===== src/rtl/mem_bus_pkg.sv =====
// Shared encodings for the icache/dcache memory bus arbiter.
package mem_bus_pkg;

  localparam int unsigned BEAT_BYTES     = 8;
  localparam int unsigned DEFAULT_ADDR_W = 64;

  localparam logic [1:0] ST_IDLE     = 2'd0;
  localparam logic [1:0] ST_IC_BURST = 2'd1;
  localparam logic [1:0] ST_DC_XFER  = 2'd2;

  typedef enum logic {
    OWNER_IC = 1'b0,
    OWNER_DC = 1'b1
  } owner_e;

endpackage


===== src/rtl/burst_beat_counter.sv =====
// Beat counter for icache line fills: clear, increment, last-beat flag.
module burst_beat_counter #(
  parameter int unsigned BURST_BEATS = 8,
  localparam int unsigned BW = $clog2(BURST_BEATS)
) (
  input  logic          clk,
  input  logic          rst,
  input  logic          clr,
  input  logic          inc,
  output logic [BW-1:0] beat,
  output logic          last
);

  logic [BW-1:0] beat_q, beat_d;

  always_comb begin
    beat_d = beat_q;
    if (clr) begin
      beat_d = '0;
    end else if (inc) begin
      beat_d = beat_q + BW'(1);
    end
  end

  always_ff @(posedge clk or posedge rst) begin
    if (rst) begin
      beat_q <= '0;
    end else begin
      beat_q <= beat_d;
    end
  end

  assign beat = beat_q;
  assign last = (beat_q == BW'(BURST_BEATS - 1));

endmodule


===== src/rtl/mem_bus_arbiter.sv =====
// Round-robin owner of the 64-bit memory bus: icache line bursts and dcache
// single beats. Define ARB_TIMEOUT_EN to abort transfers stalled on mem_ready.
module mem_bus_arbiter
  import mem_bus_pkg::*;
#(
  parameter int unsigned BURST_BEATS    = 8,
  parameter int unsigned ADDR_W         = DEFAULT_ADDR_W,
  parameter int unsigned TIMEOUT_CYCLES = 256
) (
  input  logic              clk,
  input  logic              rst,
  input  logic              ic_req,
  input  logic [ADDR_W-1:0] ic_addr,
  output logic              ic_gnt,
  output logic              ic_rvalid,
  output logic [63:0]       ic_rdata,
  output logic              ic_done,
  input  logic              dc_req,
  input  logic              dc_we,
  input  logic [ADDR_W-1:0] dc_addr,
  input  logic [63:0]       dc_wdata,
  output logic              dc_gnt,
  output logic              dc_rvalid,
  output logic [63:0]       dc_rdata,
  output logic              dc_done,
  output logic              mem_valid,
  output logic              mem_we,
  output logic [ADDR_W-1:0] mem_addr,
  output logic [63:0]       mem_wdata,
  input  logic              mem_ready,
  input  logic [63:0]       mem_rdata,
  output logic              bus_err
);

  localparam int unsigned BW       = $clog2(BURST_BEATS);
  localparam int unsigned LINE_LSB = $clog2(BURST_BEATS * BEAT_BYTES);

  logic [1:0]    state_q, state_d;
  owner_e        last_grant_q, last_grant_d;
  logic          ic_rvalid_q, ic_rvalid_d, ic_done_q, ic_done_d;
  logic          dc_rvalid_q, dc_rvalid_d, dc_done_q, dc_done_d;
  logic [63:0]   ic_rdata_q, ic_rdata_d, dc_rdata_q, dc_rdata_d;
  logic          bus_err_q, bus_err_d;
  logic [BW-1:0] beat;
  logic          beat_last;
  logic          hs;

  burst_beat_counter #(.BURST_BEATS(BURST_BEATS)) u_beat_cnt (
    .clk  (clk),
    .rst  (rst),
    .clr  (state_q == ST_IDLE),
    .inc  ((state_q == ST_IC_BURST) && hs),
    .beat (beat),
    .last (beat_last)
  );

  assign mem_valid = (state_q != ST_IDLE);
  assign ic_gnt    = (state_q == ST_IC_BURST);
  assign dc_gnt    = (state_q == ST_DC_XFER);
  assign hs        = mem_valid && mem_ready;

  always_comb begin
    mem_addr  = '0;
    mem_we    = 1'b0;
    mem_wdata = '0;
    if (state_q == ST_IC_BURST) begin
      mem_addr = {ic_addr[ADDR_W-1:LINE_LSB], beat, 3'b000};
    end else if (state_q == ST_DC_XFER) begin
      mem_addr  = {dc_addr[ADDR_W-1:3], 3'b000};
      mem_we    = dc_we;
      mem_wdata = dc_wdata;
    end
  end

`ifdef ARB_TIMEOUT_EN
  localparam int unsigned WAIT_W = $clog2(TIMEOUT_CYCLES + 1);
  logic [WAIT_W-1:0] wait_q, wait_d;
`endif

  always_comb begin
    state_d      = state_q;
    last_grant_d = last_grant_q;
    ic_rvalid_d  = 1'b0;
    ic_rdata_d   = ic_rdata_q;
    ic_done_d    = 1'b0;
    dc_rvalid_d  = 1'b0;
    dc_rdata_d   = dc_rdata_q;
    dc_done_d    = 1'b0;
    bus_err_d    = 1'b0;
    case (state_q)
      // The done cycle is a turnaround: the finished requester is still
      // holding its request, so nothing is granted until the next IDLE cycle.
      ST_IDLE: begin
        if (!ic_done_q && !dc_done_q) begin
          if (ic_req && (!dc_req || last_grant_q == OWNER_DC)) begin
            state_d      = ST_IC_BURST;
            last_grant_d = OWNER_IC;
          end else if (dc_req) begin
            state_d      = ST_DC_XFER;
            last_grant_d = OWNER_DC;
          end
        end
      end
      ST_IC_BURST: begin
        if (hs) begin
          ic_rvalid_d = 1'b1;
          ic_rdata_d  = mem_rdata;
          if (beat_last) begin
            state_d   = ST_IDLE;
            ic_done_d = 1'b1;
          end
        end
      end
      ST_DC_XFER: begin
        if (hs) begin
          state_d     = ST_IDLE;
          dc_done_d   = 1'b1;
          dc_rvalid_d = !dc_we;
          if (!dc_we) begin
            dc_rdata_d = mem_rdata;
          end
        end
      end
      default: state_d = ST_IDLE;
    endcase
`ifdef ARB_TIMEOUT_EN
    wait_d = '0;
    if (mem_valid && !mem_ready) begin
      if (wait_q == WAIT_W'(TIMEOUT_CYCLES - 1)) begin
        state_d   = ST_IDLE;
        bus_err_d = 1'b1;
        ic_done_d = (state_q == ST_IC_BURST);
        dc_done_d = (state_q == ST_DC_XFER);
      end else begin
        wait_d = wait_q + WAIT_W'(1);
      end
    end
`endif
  end

  always_ff @(posedge clk or posedge rst) begin
    if (rst) begin
      state_q      <= ST_IDLE;
      last_grant_q <= OWNER_DC;
      ic_rvalid_q  <= 1'b0;
      ic_rdata_q   <= '0;
      ic_done_q    <= 1'b0;
      dc_rvalid_q  <= 1'b0;
      dc_rdata_q   <= '0;
      dc_done_q    <= 1'b0;
      bus_err_q    <= 1'b0;
    end else begin
      state_q      <= state_d;
      last_grant_q <= last_grant_d;
      ic_rvalid_q  <= ic_rvalid_d;
      ic_rdata_q   <= ic_rdata_d;
      ic_done_q    <= ic_done_d;
      dc_rvalid_q  <= dc_rvalid_d;
      dc_rdata_q   <= dc_rdata_d;
      dc_done_q    <= dc_done_d;
      bus_err_q    <= bus_err_d;
    end
  end

`ifdef ARB_TIMEOUT_EN
  always_ff @(posedge clk or posedge rst) begin
    if (rst) begin
      wait_q <= '0;
    end else begin
      wait_q <= wait_d;
    end
  end
`endif

  assign ic_rvalid = ic_rvalid_q;
  assign ic_rdata  = ic_rdata_q;
  assign ic_done   = ic_done_q;
  assign dc_rvalid = dc_rvalid_q;
  assign dc_rdata  = dc_rdata_q;
  assign dc_done   = dc_done_q;
  assign bus_err   = bus_err_q;

  logic unused_bits;
  assign unused_bits = ^{ic_addr[LINE_LSB-1:0], dc_addr[2:0]} ^ (TIMEOUT_CYCLES == 0);

endmodule


===== config.mk =====
export PLATFORM = sky130hd
export DESIGN_NAME = mem_bus_arbiter
export DESIGN_NICKNAME = d
export VERILOG_FILES = /design/src/rtl/mem_bus_pkg.sv /design/src/rtl/burst_beat_counter.sv /design/src/rtl/mem_bus_arbiter.sv
export SDC_FILE = /design/constraint.sdc
export NUM_CORES = 1
export LEC_CHECK = 0
export CAP_MARGIN = 20
export CORE_AREA = 2 2 207 209
export CTS_CLUSTER_SIZE = 40
export DETAILED_ROUTE_END_ITERATION = 10
export DIE_AREA = 0 0 209 211
export GPL_TIMING_DRIVEN = 1
export PLACE_DENSITY_LB_ADDON = 0.2
export SLEW_MARGIN = 15
export SYNTH_ARGS = -nofsm -noshare
export SYNTH_HDL_FRONTEND = slang
export SYNTH_SLANG_ARGS = --single-unit

===== constraint.sdc =====
create_clock -name clk -period 4 [get_ports clk]
set_input_delay 0.6 -clock clk [delete_from_list [all_inputs] [get_ports clk]]
set_output_delay 0.6 -clock clk [all_outputs]
set_load 0.1 [all_outputs]

==> impl_metrics.ini <==
[run_status]
outcome = completed

[worst_setup_path]
critPathLaunch = state_q[0]
endpoint = mem_addr[25]
worst_ep_required_time_ns = 3.40
r2r_end = dc_rdata[30]
reg2reg_from = state_q[1]
worst-endpoint-arrival_ns = 2.33
worstSetupPathType = flop to output pin
cp-end-kind = output pin
r2r_cells = 5
reg2reg_slack_ns = 1.58
path_max_fanout = 36
start_kind = flop

[global_route]
grt_pass1_vias = 6198
grt_pass1_wl_mm = 51.85
grtUsageTotal = 0.1730
grt_start_max_net_pins = 91
antenna_found_initial = 9
grt.overflow.total = 0

[clock_network]
cts_root_buffer = clkbuf_16
postCtsResizedCells = 0
numCtsBuffers = 17
ctsLongestPathBuffers = 2
clock_latency_ns = 0.44
path_clk_slew_ns = 0.06
cts_tree = done
hold_buffers = 0
htree_levels = 4
postCtsSetupRepairBufs = 0
clock-sinks = 138

[logic_synthesis]
async_flop_share = 1.000
synthCells = 463
synth.distinct_cells = 31
synth_seq_area_share = 0.5522
synth_top_area_share = 0.5480
synth_common_cells = dfrtp_1, mux2_2, and2_1, a22o_1, mux2_1
synth_area_per_cell_um2 = 13.51
yosys.cell_count.top_type = dfrtp_1
synth_top_area_cell = dfrtp_1
syn_area_mm2 = 0.006256
synth_enable_flop_cells = 0
synth_ff_type = dfrtp_1
synth-seq-cells = 138
synth_area_leaders = dfrtp_1, mux2_2, mux2_1
yosysWarningCount = 0

[timing]
tightest_slew_ns = 1.079
clock_skew_ns = 0.005953
max_freq_ghz = 0.3409
fin_crit_sh = 0.7334
rsz0062_at_grt = no
slew_violations = 0
layout_min_cycle_time_ns = 2.934
finalHoldViolCount = 0
fin_setup_tns_ns = 0
slew_headroom = 0.2781
setup_viol = 0

[die]
io_pins = 527
rows = 75
dieArea_mm2 = 0.04410
fp.coreArea_mm2 = 0.04176
die_x_um = 209
die_height_um = 211
initial_utilization = 0.1498

[route]
firstDrtPassIters = 5
vias_per_cell = 3.921
routed_wl_mm = 38.97
wl_per_cell_um = 25.57
drtIter0Drc = 214
vias = 5976
ant_nets = 0
drc_errors = 0

[final_layout]
drive_gt1_frac = 0.2620
area_delta_synth_final_pct = 96.22
nFillCells = 4361
final_nets = 1232

[flow_run]
maxCapViolations = 0

[worst_hold_path]
min_from = dc_rdata[18]
hp-class = flop to flop
min_path_cells = 1

[place]
hpwl_mm = 32.28
gp_congestion = 0.8212
port_buffers = 513
[through the flow]
stage | utilization | cells | hold slack, ns | worst slack, ns | cell area, um^2
after global routing | 0.2938 | 1522 | 0.5011 | 0.9546 | 12270
after global placement | 0.2793 | 1488 | 0.4691 | 1.399 | 11660
after CTS | 0.2937 | 1520 | 0.4881 | 1.027 | 12270
final | 0.2940 | 1524 | 0.4839 | 1.066 | 12280
after floorplan | - | 466 | 0.4844 | 0.7936 | 6271
after detailed placement | 0.2793 | 1488 | 0.4737 | 1.418 | 11660
[sequential cells by signal, indices dropped and copies added (netlist names)]
register	cells
ic_done	1
last_grant_q	1
state_q	2
dc_done	1
dc_rdata	64
u_beat_cnt.beat	3
ic_rvalid	1
dc_rvalid	1
ic_rdata	64
[cell families (layout without fill, tap and decap cells)]
group	count (synthesis)	after routing	synth area share
buffers and inverters	43	558	0.03800
and+or+nand+nor	84	84	0.08280
adders and majority gates	2	2	0.003999
AOI/OAI and AO/OA	67	67	0.09200
other	1	8	0.0005994
muxes	128	128	0.2304
DFF	138	138	0.5522
[how the worst min path moves through the flow]
stage	end	slack, ns
3_5_place_dp	dc_rdata[21]	0.47
2_1_floorplan	state_q[0]	0.48
4_1_cts	dc_rdata[9]	0.49
3_3_place_gp	dc_rdata[38]	0.47
6_report	dc_rdata[18]	0.48
5_1_grt	dc_rdata[9]	0.50
[critical path, cell delays in order, from the launching register on]
cell,delay (ns)
dfrtp_1,0.51
nor2b_4,0.21
buf_4,0.38
a22o_1,0.40
buf_4,0.36
[cell usage in the layout (no fill, tap or decap), types with 2 or more instances in the layout]
| cell | n |
|---|---|
| buf_12 | 4 |
| inv_6 | 2 |
| clkdlybuf4s50_1 | 381 |
| and2_1 | 66 |
| ha_1 | 2 |
| bufinv_16 | 3 |
| a22o_1 | 62 |
| clkinv_4 | 2 |
| diode_2 | 4 |
| inv_1 | 3 |
| clkbuf_16 | 17 |
| clkinvlp_4 | 6 |
| buf_4 | 137 |
| nand2_1 | 3 |
| nand3_1 | 5 |
| mux2_2 | 79 |
| dfrtp_1 | 137 |
| clkinv_2 | 2 |
| nor2b_4 | 2 |
| mux2_1 | 49 |
| conb_1 | 4 |
[area by class of cell]
class	count	area (um^2)	share of cell area
Sequential cell	138	3455	0.2814
Antenna cell	4	10.01	0.0008154
Clock inverter	14	172.7	0.01407
Multi-Input combinational cell	285	2594	0.2113
Inverter	4	18.77	0.001529
Clock buffer	18	429.2	0.03496
Tap cell	539	674.4	0.05494
Timing Repair Buffer	522	4922	0.4010
[routing by layer]
layer  vias to the layer above  wire [um]  track usage
met4                         8       1365      0.07291
li1                       2668          -            -
met2                       301      20170       0.3099
met5                         -         55            0
met3                        50       3448      0.07285
met1                      2949      13930       0.1772
Power is left out: the tool's default activity adds up to more than one toggle a clock period on the data nets, which glitch-free logic cannot reach.
